### config.mk
export PLATFORM = sky130hd
export DESIGN_NAME = substitution_stream_decoder_flat
export DESIGN_NICKNAME = d
export VERILOG_FILES = /design/src/rtl/substitution_stream_decoder_if.sv /design/src/rtl/substitution_stream_decoder.sv /design/src/flat_wrapper.sv
export SDC_FILE = /design/constraint.sdc
export NUM_CORES = 1
export LEC_CHECK = 0
export ABC_CLOCK_PERIOD_IN_PS = 4100
export CORE_MARGIN = 4
export CORE_UTILIZATION = 60
export DETAILED_ROUTE_END_ITERATION = 6
export PLACE_DENSITY_LB_ADDON = 0.15
export REMOVE_ABC_BUFFERS = 1
export SLEW_MARGIN = 20
export SYNTH_ARGS = -nofsm -noshare
export SYNTH_HDL_FRONTEND = slang
export SYNTH_SLANG_ARGS = --single-unit
### constraint.sdc
create_clock -name clk -period 4.1 [get_ports clk]
set_clock_uncertainty 0.1 [all_clocks]
set_input_delay 0.82 -clock clk [delete_from_list [all_inputs] [get_ports clk]]
set_output_delay 0.82 -clock clk [all_outputs]
set_load 0.005 [all_outputs]
### src/rtl/substitution_stream_decoder_if.sv
// substitution_stream_decoder_if: key-load, character stream and statistics bundle
interface substitution_stream_decoder_if #(
    parameter int SYMBOL_W    = 8,
    parameter int NUM_SYMBOLS = 12,
    parameter int CNT_W       = 16
);
    localparam int KEY_IDX_W = $clog2(NUM_SYMBOLS);
    logic                 key_we;
    logic [KEY_IDX_W-1:0] key_idx;
    logic                 key_en;
    logic [SYMBOL_W-1:0]  key_cipher;
    logic [SYMBOL_W-1:0]  key_plain;
    logic                 mode;
    logic                 in_valid;
    logic                 in_ready;
    logic [SYMBOL_W-1:0]  in_char;
    logic                 out_valid;
    logic                 out_ready;
    logic [SYMBOL_W-1:0]  out_char;
    logic                 out_miss;
    logic                 clr_stats;
    logic [CNT_W-1:0]     char_count;
    logic [CNT_W-1:0]     miss_count;

    modport master (
        output key_we, key_idx, key_en, key_cipher, key_plain, mode,
               in_valid, in_char, out_ready, clr_stats,
        input  in_ready, out_valid, out_char, out_miss, char_count, miss_count
    );
    modport slave (
        input  key_we, key_idx, key_en, key_cipher, key_plain, mode,
               in_valid, in_char, out_ready, clr_stats,
        output in_ready, out_valid, out_char, out_miss, char_count, miss_count
    );
endinterface

### src/rtl/substitution_stream_decoder.sv
// substitution_stream_decoder: table-driven substitution cipher with loadable key,
// miss flagging, output FIFO and statistics counters
module substitution_stream_decoder #(
    parameter int SYMBOL_W    = 8,
    parameter int NUM_SYMBOLS = 12,
    parameter int FIFO_DEPTH  = 4,
    parameter int CNT_W       = 16
) (
    input logic clk,
    input logic rst_n,
    substitution_stream_decoder_if.slave bus
);
    localparam int PTR_W = $clog2(FIFO_DEPTH);

    logic                tbl_en     [NUM_SYMBOLS];
    logic [SYMBOL_W-1:0] tbl_cipher [NUM_SYMBOLS];
    logic [SYMBOL_W-1:0] tbl_plain  [NUM_SYMBOLS];
    logic [SYMBOL_W-1:0] fifo_char  [FIFO_DEPTH];
    logic                fifo_miss  [FIFO_DEPTH];
    logic [PTR_W:0]      wr_ptr, rd_ptr;
    logic [SYMBOL_W-1:0] result;
    logic                miss, empty, full, push, pop, key_ok;

    // Descending scan so the lowest matching index is the last to assign
    always_comb begin
        result = bus.in_char;
        miss   = 1'b1;
        for (int i = NUM_SYMBOLS - 1; i >= 0; i--)
            if (tbl_en[i] && (bus.mode ? tbl_plain[i] : tbl_cipher[i]) == bus.in_char) begin
                result = bus.mode ? tbl_cipher[i] : tbl_plain[i];
                miss   = 1'b0;
            end
    end

    assign key_ok        = bus.key_we && int'(bus.key_idx) < NUM_SYMBOLS;
    assign empty         = wr_ptr == rd_ptr;
    assign full          = (wr_ptr ^ rd_ptr) == {1'b1, {PTR_W{1'b0}}};
    assign push          = bus.in_valid && !full;
    assign pop           = bus.out_ready && !empty;
    assign bus.in_ready  = !full;
    assign bus.out_valid = !empty;
    assign bus.out_char  = empty ? '0 : fifo_char[rd_ptr[PTR_W-1:0]];
    assign bus.out_miss  = !empty && fifo_miss[rd_ptr[PTR_W-1:0]];

    always_ff @(posedge clk) begin
        if (!rst_n) begin
            for (int i = 0; i < NUM_SYMBOLS; i++)
                tbl_en[i] <= 1'b0;
        end else if (key_ok) begin
            tbl_en[bus.key_idx] <= bus.key_en;
        end
    end

    always_ff @(posedge clk) begin
        if (key_ok) begin
            tbl_cipher[bus.key_idx] <= bus.key_cipher;
            tbl_plain[bus.key_idx]  <= bus.key_plain;
        end
        if (push) begin
            fifo_char[wr_ptr[PTR_W-1:0]] <= result;
            fifo_miss[wr_ptr[PTR_W-1:0]] <= miss;
        end
    end

    always_ff @(posedge clk) begin
        if (!rst_n) begin
            wr_ptr         <= '0;
            rd_ptr         <= '0;
            bus.char_count <= '0;
            bus.miss_count <= '0;
        end else begin
            wr_ptr <= push ? wr_ptr + 1'b1 : wr_ptr;
            rd_ptr <= pop ? rd_ptr + 1'b1 : rd_ptr;
            if (bus.clr_stats) begin
                bus.char_count <= '0;
                bus.miss_count <= '0;
            end else if (push) begin
                bus.char_count <= bus.char_count + 1'b1;
                bus.miss_count <= (miss && !(&bus.miss_count)) ? bus.miss_count + 1'b1 : bus.miss_count;
            end
        end
    end
endmodule

### src/flat_wrapper.sv
// flat-port wrapper written by rule: the top's interface ports become plain ports
module substitution_stream_decoder_flat 
#(
    parameter int SYMBOL_W    = 8,
    parameter int NUM_SYMBOLS = 12,
    parameter int FIFO_DEPTH  = 4,
    parameter int CNT_W       = 16
)
  (clk, rst_n, bus_key_we, bus_key_idx, bus_key_en, bus_key_cipher, bus_key_plain, bus_mode, bus_in_valid, bus_in_char, bus_out_ready, bus_clr_stats, bus_in_ready, bus_out_valid, bus_out_char, bus_out_miss, bus_char_count, bus_miss_count);
  substitution_stream_decoder_if #(.SYMBOL_W(SYMBOL_W), .NUM_SYMBOLS(NUM_SYMBOLS), .CNT_W(CNT_W)) bus_i ();
  input logic clk;
  input logic rst_n;
  input wire logic [$bits(bus_i.key_we)-1:0] bus_key_we;
  input wire logic [$bits(bus_i.key_idx)-1:0] bus_key_idx;
  input wire logic [$bits(bus_i.key_en)-1:0] bus_key_en;
  input wire logic [$bits(bus_i.key_cipher)-1:0] bus_key_cipher;
  input wire logic [$bits(bus_i.key_plain)-1:0] bus_key_plain;
  input wire logic [$bits(bus_i.mode)-1:0] bus_mode;
  input wire logic [$bits(bus_i.in_valid)-1:0] bus_in_valid;
  input wire logic [$bits(bus_i.in_char)-1:0] bus_in_char;
  input wire logic [$bits(bus_i.out_ready)-1:0] bus_out_ready;
  input wire logic [$bits(bus_i.clr_stats)-1:0] bus_clr_stats;
  output wire logic [$bits(bus_i.in_ready)-1:0] bus_in_ready;
  output wire logic [$bits(bus_i.out_valid)-1:0] bus_out_valid;
  output wire logic [$bits(bus_i.out_char)-1:0] bus_out_char;
  output wire logic [$bits(bus_i.out_miss)-1:0] bus_out_miss;
  output wire logic [$bits(bus_i.char_count)-1:0] bus_char_count;
  output wire logic [$bits(bus_i.miss_count)-1:0] bus_miss_count;
  assign bus_i.key_we = bus_key_we;
  assign bus_i.key_idx = bus_key_idx;
  assign bus_i.key_en = bus_key_en;
  assign bus_i.key_cipher = bus_key_cipher;
  assign bus_i.key_plain = bus_key_plain;
  assign bus_i.mode = bus_mode;
  assign bus_i.in_valid = bus_in_valid;
  assign bus_i.in_char = bus_in_char;
  assign bus_i.out_ready = bus_out_ready;
  assign bus_i.clr_stats = bus_clr_stats;
  assign bus_in_ready = bus_i.in_ready;
  assign bus_out_valid = bus_i.out_valid;
  assign bus_out_char = bus_i.out_char;
  assign bus_out_miss = bus_i.out_miss;
  assign bus_char_count = bus_i.char_count;
  assign bus_miss_count = bus_i.miss_count;
  substitution_stream_decoder #(.SYMBOL_W(SYMBOL_W), .NUM_SYMBOLS(NUM_SYMBOLS), .FIFO_DEPTH(FIFO_DEPTH), .CNT_W(CNT_W)) u_core (.clk(clk), .rst_n(rst_n), .bus(bus_i));
endmodule
==> results of run 1 <==
[worst min-delay path, cell delays in order (launching register included)]
cell and delay, ns:
dfxtp_1 0.31, o21ai_0 0.06, a21boi_0 0.08
[power groups by stage]
stage / Combinational (mW) / Clock, mW / Sequential [mW]
3_5_place_dp: 0.684 / 0 / 3.26
2_1_floorplan: 0.322 / 0 / 3.24
5_1_grt: 0.739 / 2.77 / 3.20
6_report: 0.688 / 2.60 / 3.20
4_1_cts: 0.690 / 2.64 / 3.20
3_3_place_gp: 0.679 / 0 / 3.25
[cells in the mapped netlist (16+ instances only)]
cell	instances
nor2b_1	28
nor2_1	34
mux2_2	40
mux2i_1	160
o31ai_1	18
a21oi_1	25
clkbuf_1	27
dfxtp_1	52
nor3_1	17
a211oi_1	24
nand3_1	24
and2_1	20
edfxtp_1	228
buf_2	17
nand2_1	41
a221o_1	16
xor2_1	102
[kinds of logic after synthesis]
kind of cell | Yosys count | share of synthesized area
muxes | 209 | 0.162
and+or+nand+nor | 234 | 0.0948
buffers and inverters | 72 | 0.0303
xor gates and xnor gates | 115 | 0.0723
AOI/OAI and AO/OA | 131 | 0.0687
DFF | 280 | 0.566
adders and majority gates | 7 | 0.00628
[layout make-up]
cell class	instances	share of cell area
clock buffers	41	0.0516
clock inverters	13	0.00711
inverters	5	0.00115
multi-input cells	696	0.346
flip-flops and latches	280	0.482
well taps	313	0.0239
repair buffers	152	0.0888
[sequential cells by signal, summed over array words and instances (netlist names), named ones only]
name,flops
u_core.fifo_miss,4
u_core.fifo_char,32
u_core.tbl_en,12
u_core.wr_ptr,3
u_core.tbl_cipher,96
u_core.bus.char_count,16
u_core.rd_ptr,3
u_core.bus.miss_count,16
u_core.tbl_plain,96
[stage by stage]
| stage | cells | hold slack (ns) | util | worst slack (ns) | cell area, um^2 |
|---|---|---|---|---|---|
| after detailed placement | 1446 | 0.385 | 0.677 | 0.180 | 15400 |
| after global placement | 1446 | 0.373 | 0.677 | 0.226 | 15400 |
| after CTS | 1500 | 0.396 | 0.719 | 0.633 | 16400 |
| after global routing | 1500 | 0.418 | 0.719 | 0.516 | 16400 |
| after floorplan | 981 | 0.358 | - | 0.241 | 13500 |
| final | 1500 | 0.394 | 0.719 | 0.689 | 16400 |
[placed cells by master, fill, tap and decap left out, drive strengths merged, types with 15 or more instances in the layout]
cell type and instances:
a211oi 24, a21oi 25, a221o 16, and2 20, and3 15, buf 75, clkbuf 41, clkdlybuf4s50 77
dfxtp 52, edfxtp 228, mux2 40, mux2i 160, nand2 41, nand3 24, nor2 34, nor2b 28
nor3 21, o31ai 18, xor2 102
[layer usage]
| layer | GRT usage | up-vias | wire [um] |
|---|---|---|---|
| met3 | 0.0606 | 48 | 2910 |
| li1 | - | 4198 | - |
| met1 | 0.379 | 4465 | 14700 |
| met4 | 0.0567 | 0 | 593 |
| met5 | 0 | - | 0 |
| met2 | 0.418 | 385 | 15700 |
[worst max path at each step]
stage | startpoint | to | cells past startpoint
3_3_place_gp | bus_in_char[5] | u_core.fifo_char[2][0] | 8
5_1_grt | bus_mode | u_core.bus.miss_count[4] | 12
6_report | bus_mode | u_core.bus.miss_count[4] | 12
4_1_cts | flop | bus_out_miss | 3
2_1_floorplan | bus_mode | u_core.fifo_char[0][0] | 8
3_5_place_dp | bus_mode | u_core.bus.miss_count[9] | 12
==> results.md, run 1 <==
- PortBufs: 78
- Post-CTS Resized: 0
- Area share of the largest cell type after synthesis: 0.491
- Total chip power: 6.49 mW
- Worst R2R Setup Slack: between 1 and 1.5 ns
- WL per Instance: 22.6 um
- Outcome: complete, no violations
- P_int: 4.99 mW
- Final Max Tran Viols: 0
- Final WL: 33900 um
- HP Class: reg2reg
- Overall Global Routing Usage: 0.265
- Worst Path Arrival: 3.77 ns
- Critical-path cell list: buf_8, buf_4, mux2i_1, xor2_1, nand4_1, nor3_1, buf_4, nor3b_4, nand4b_4, buf_12, or4_1, a21oi_1
- TritonCTS buffer count: 29
- Worst skew pair latency: 0.55 ns
- Actual slew at the worst max-slew pin: 1.09 ns
- DRC: 0
- Core area: 22800 um^2
- CP max-delay cell: or4_1
- Global-route wire length before repair: around 53000 um
- Via Count: 9096
- Sequential area share after synthesis: 0.566
- Crit Path Max Fanout: 26
- Yosys cell types: 53
- Crit-path leading delay family: simple AND/OR/NAND/NOR gates
- Reg power frac: 0.493
- Mapped Area: around 14000 um^2
- Reg-to-Reg Start: u_core.tbl_cipher[11][2]
- Slew margin rel.: 0.271
- Num rows: 55
- Initial antenna violation count: 0
- Clock network fraction of design power: 0.401
- Most used DFF post-synth: edfxtp_1
- Syn_area_per_cell: 13.3 um^2
- Die area: roughly 26000 um^2
- Final setup fails: 0
- Drt pass-1 iters: 6
- Dpl hpwl: 23800 um
- Min-Delay Path Depth: 2
- Clk root buf: clkbuf_16
- Multi-input gate area: between 5000 and 6000 um^2
- Share of cells above drive strength 1: 0.162
- Largest net degree at the start of global routing: 31
- Hold Startpoint: u_core.tbl_en[7]
- Vias in the first global route: 9085
- Area Overhead vs Synth: 17.5%
- Routed Antenna Nets: 0
- Leak Pwr: 5.93 nW
- Gpl congestion: between 0.9 and 1
- FMAX: 293 MHz
- Area leader, netlist: edfxtp_1
- Most used cell, CP: buf_4
- Via density: roughly 6.1
- VDD IR max: between 0.3 and 0.4 mV
- Setup TNS: 0 ns
- Fin crit period: between 3 and 4 ns
- Number of fill cells: 1550
- Final worst-path cycle share: 0.832
- Synth Instances: 1048
- RSZ-0062 raised after global routing: false
- Critical Path Max Stage Delay: ~0.5 ns
- Ys Warns: 0
- Max Buffers Root-to-Sink: 3
- Setup Crit Path Kind: in2reg
- Post-synth EDFFs: roughly 230
- Chip height: 160 um
- Synth Register Bits: 280
- Clock slew at reported path FFs: 0.06 ns
- # diodes: 0
- Max_cap viols: 0
- FF-to-FF path depth: 9
- H-Tree Depth: 1
- Worst setup SP type: input pin
- Final #Nets: 1207
- Switching share of power: 0.231
- CTS sink cnt: 280
- Post-CTS setup buffer count: 0
- Asr flop ratio synth: 0
- Io pins: 79
- Area occupied by registers: 7890 um^2
- Die Span X: 160 um
- Worst setup EP type: flop
- Combinational share of power: 0.106
- Cell area power density: 396 nW/um^2
- CTS tree: done
- NetSw: 1.50 mW
- Required @ worst endpoint: approximately 4.5 ns
- Worst Path Buf+Inv: 4
- Starting DRT DRC Count: 752
- Hold-critical path endpoint: u_core.tbl_en[7]
- Post-CTS Hold Fix Bufs: 0
- Final global-route overflow total: 0
- Effective utilization at floorplan: 0.612
- Hold Vio Cnt, Final: 0
- FF-to-FF End: u_core.fifo_char[0][6]
- Synth area leaders: edfxtp_1 49%, mux2i_1 11%, dfxtp_1 7.5%
(Power assumes the default switching activity.)
==> run 2, diff against run 1 <==
--- a/config.mk
+++ b/config.mk
@@ -5,9 +5,9 @@
 export SDC_FILE = /design/constraint.sdc
 export NUM_CORES = 1
 export LEC_CHECK = 0
-export ABC_CLOCK_PERIOD_IN_PS = 4100
+export ABC_CLOCK_PERIOD_IN_PS = 3000
 export CORE_MARGIN = 4
-export CORE_UTILIZATION = 60
+export CORE_UTILIZATION = 54
 export DETAILED_ROUTE_END_ITERATION = 6
 export PLACE_DENSITY_LB_ADDON = 0.15
 export REMOVE_ABC_BUFFERS = 1
==> constraint.sdc (replaced) <==
create_clock -name clk -period 3 [get_ports clk]
set_clock_uncertainty 0.1 [all_clocks]
set_input_delay 0.6 -clock clk [delete_from_list [all_inputs] [get_ports clk]]
set_output_delay 0.6 -clock clk [all_outputs]
set_load 0.005 [all_outputs]
==> results.md, run 2 (synthesized netlist as in run 1, its figures left out) <==
- Cell area power density: 533 nW/um^2 (+35%)
- Commonest non-fill, non-tap cell in the layout: edfxtp_1
- Final global-route overflow total: 0 (unchanged)
- Via density: 5.96 (-1.7%)
- Crit Path Max Fanout: 7 (-73%)
- Most frequent cells in the layout: 228 x edfxtp_1, 151 x mux2i_1, 118 x buf_4
- PortBufs: 78 (unchanged)
- Io pins: 79 (unchanged)
- Worst skew pair latency: 0.55 ns (about the same)
- Routing usage on met2: 0.387 (-0.0315)
- Starting DRT DRC Count: 797 (+6.0%)
- Switching share of power: 0.226 (-0.00418)
- Met3 Use GR: 0.0460 (-0.0146)
- Clock slew at reported path FFs: 0.06 ns (about the same)
- Combinational share of power: 0.119 (+0.013)
- Hold WS: 0.381 ns (-0.0127 ns)
- Num rows: 58 (+5.5%)
- Hold Vio Cnt, Final: 0 (unchanged)
- Initial antenna violation count: 1 (+1)
- Vias in the first global route: 9195 (+1.2%)
- Fin crit period: 2.98 ns
- Reg power frac: 0.469 (-0.024)
- H-Tree Depth: 1 (unchanged)
- Outcome: complete, no violations
- Setup Crit Path Kind: in2reg
- Final instance count without filler cells: 1586 (+5.7%)
- FMAX: ~340 MHz
- Actual slew at the worst max-slew pin: 0.669 ns (-0.425 ns)
- Die Span X: 169 um (+5.1%)
- Drt pass-1 iters: 5 (-1)
- Share of cells above drive strength 1: 0.240 (+0.0779)
- NetSw: 2.10 mW (+40%)
- Final worst slack: 0.0203 ns (-0.668 ns)
- Post-CTS Hold Fix Bufs: 0 (unchanged)
- Gpl congestion: 0.902 (-7.2%)
- Area Overhead vs Synth: 24.9%
- GR peak layer: met2
- Overall Global Routing Usage: 0.252 (-0.0125)
- Setup slack at placement: -0.865 ns (-1.05 ns)
- Leak Pwr: 6.42 nW (+8.3%)
- Met1 Resource Use GR: 0.378 (-0.00162)
- DP Cell Count: 1526 (+5.5%)
- VDD IR max: 0.652 mV (+85%)
- Clock network fraction of design power: 0.412 (+0.011)
- Number of fill cells: 1843 (+19%)
- Worst setup EP type: flop
- # diodes: 0 (unchanged)
- TritonCTS buffer count: 31 (+6.9%)
- Final setup fails: 0 (unchanged)
- P_int: 7.18 mW (+44%)
- Max_cap viols: 0 (unchanged)
- Required @ worst endpoint: 3.39 ns (-1.07 ns)
- Effective utilization at floorplan: 0.552 (-0.0600)
- Core area: 25300 um^2 (+11%)
- Final WL: 37200 um (+9.9%)
- CTS sink cnt: 280 (unchanged)
- Final Max Tran Viols: 0 (unchanged)
- Largest net degree at the start of global routing: 30 (-3.2%)
- Worst setup SP type: input pin
- WL per Instance: 23.5 um (+3.9%)
- DRC: 0 (unchanged)
- Clk root buf: clkbuf_16
- Die area: 28400 um^2 (+11%)
- Chip height: 169 um (+5.1%)
- Dpl hpwl: 26200 um (+10%)
- Final worst-path cycle share: 0.993
- Setup TNS: 0 ns (unchanged)
- Routed Antenna Nets: 0 (unchanged)
- Slew margin rel.: 0.553 (+0.282)
- CTS tree: done
- Global-route wire length before repair: 54800 um (+3.6%)
- Worst Path Arrival: 3.37 ns (-0.40 ns)
- Via Count: 9455 (+3.9%)
- HP Class: reg2reg
- Final #Nets: 1275 (+5.6%)
- Max Buffers Root-to-Sink: 3 (unchanged)
run 2: cell count changes in the layout (fill, tap and decap cells not counted), sizes merged, moves of 4 or more:
cell	change
buf	+62
inv	-7
clkdlybuf4s50	-7
dlygate4sd2	+4
clkbuf	+10
run 2: what timing repair did:
item,in CTS,in global routing
endpoints found under the setup margin,52,50
resized for setup,20,63
buffers inserted,0,4
cloned,0,4
pin swaps,5,38
run 2: final timing paths:
check,startpoint,endpoint,slack [ns],cells past startpoint
max,bus_in_char[7],u_core.bus.miss_count[12],0.02,11
min,u_core.tbl_en[6],u_core.tbl_en[6],0.38,2
max reg2reg,u_core.tbl_cipher[10][5],u_core.fifo_char[1][0],0.05,8
min reg2reg,u_core.tbl_en[6],u_core.tbl_en[6],0.38,2
run 2: metrics by stage:
stage,power [mW],instance area (um^2),util
floorplan,4.87,13500,-
global placement,5.45,15900,0.629
detailed placement,5.46,15900,0.629
CTS,9.27,17000,0.673
global route,9.60,17400,0.689
finish,9.28,17400,0.689
run 2: layout make-up:
type,count,area [um^2],area share
clock buffer,47,876,0.0503
clock inverter,10,154,0.00884
inverter,5,18.8,0.00108
multi-input combinational,696,5990,0.344
sequential,280,7890,0.453
tap,330,413,0.0237
timing repair buffer,218,2070,0.119
run 2: worst max-delay path, cell delays in order:
cell and delay (ns):
clkdlybuf4s50_1 0.40, buf_4 0.18, buf_4 0.18, buf_4 0.15, xnor2_1 0.35, nor4_2 0.11, or2_4 0.28, nand4b_4 0.24
buf_12 0.19, or4_1 0.53, a21oi_1 0.14
run 2: layer usage:
metal | wire length, um | vias up
met1 | 16800 | 4750
met3 | 2540 | 51
met4 | 695 | 0
li1 | - | 4339
met5 | 0 | -
met2 | 17200 | 315
run 2: power by group through the flow:
stage	combinational, mW	clock (mW)	sequential (mW)
floorplan	0.439	0	4.43
CTS	1.05	3.87	4.35
global placement	1.03	0	4.42
finish	1.10	3.82	4.35
global route	1.18	4.06	4.36
detailed placement	1.03	0	4.43
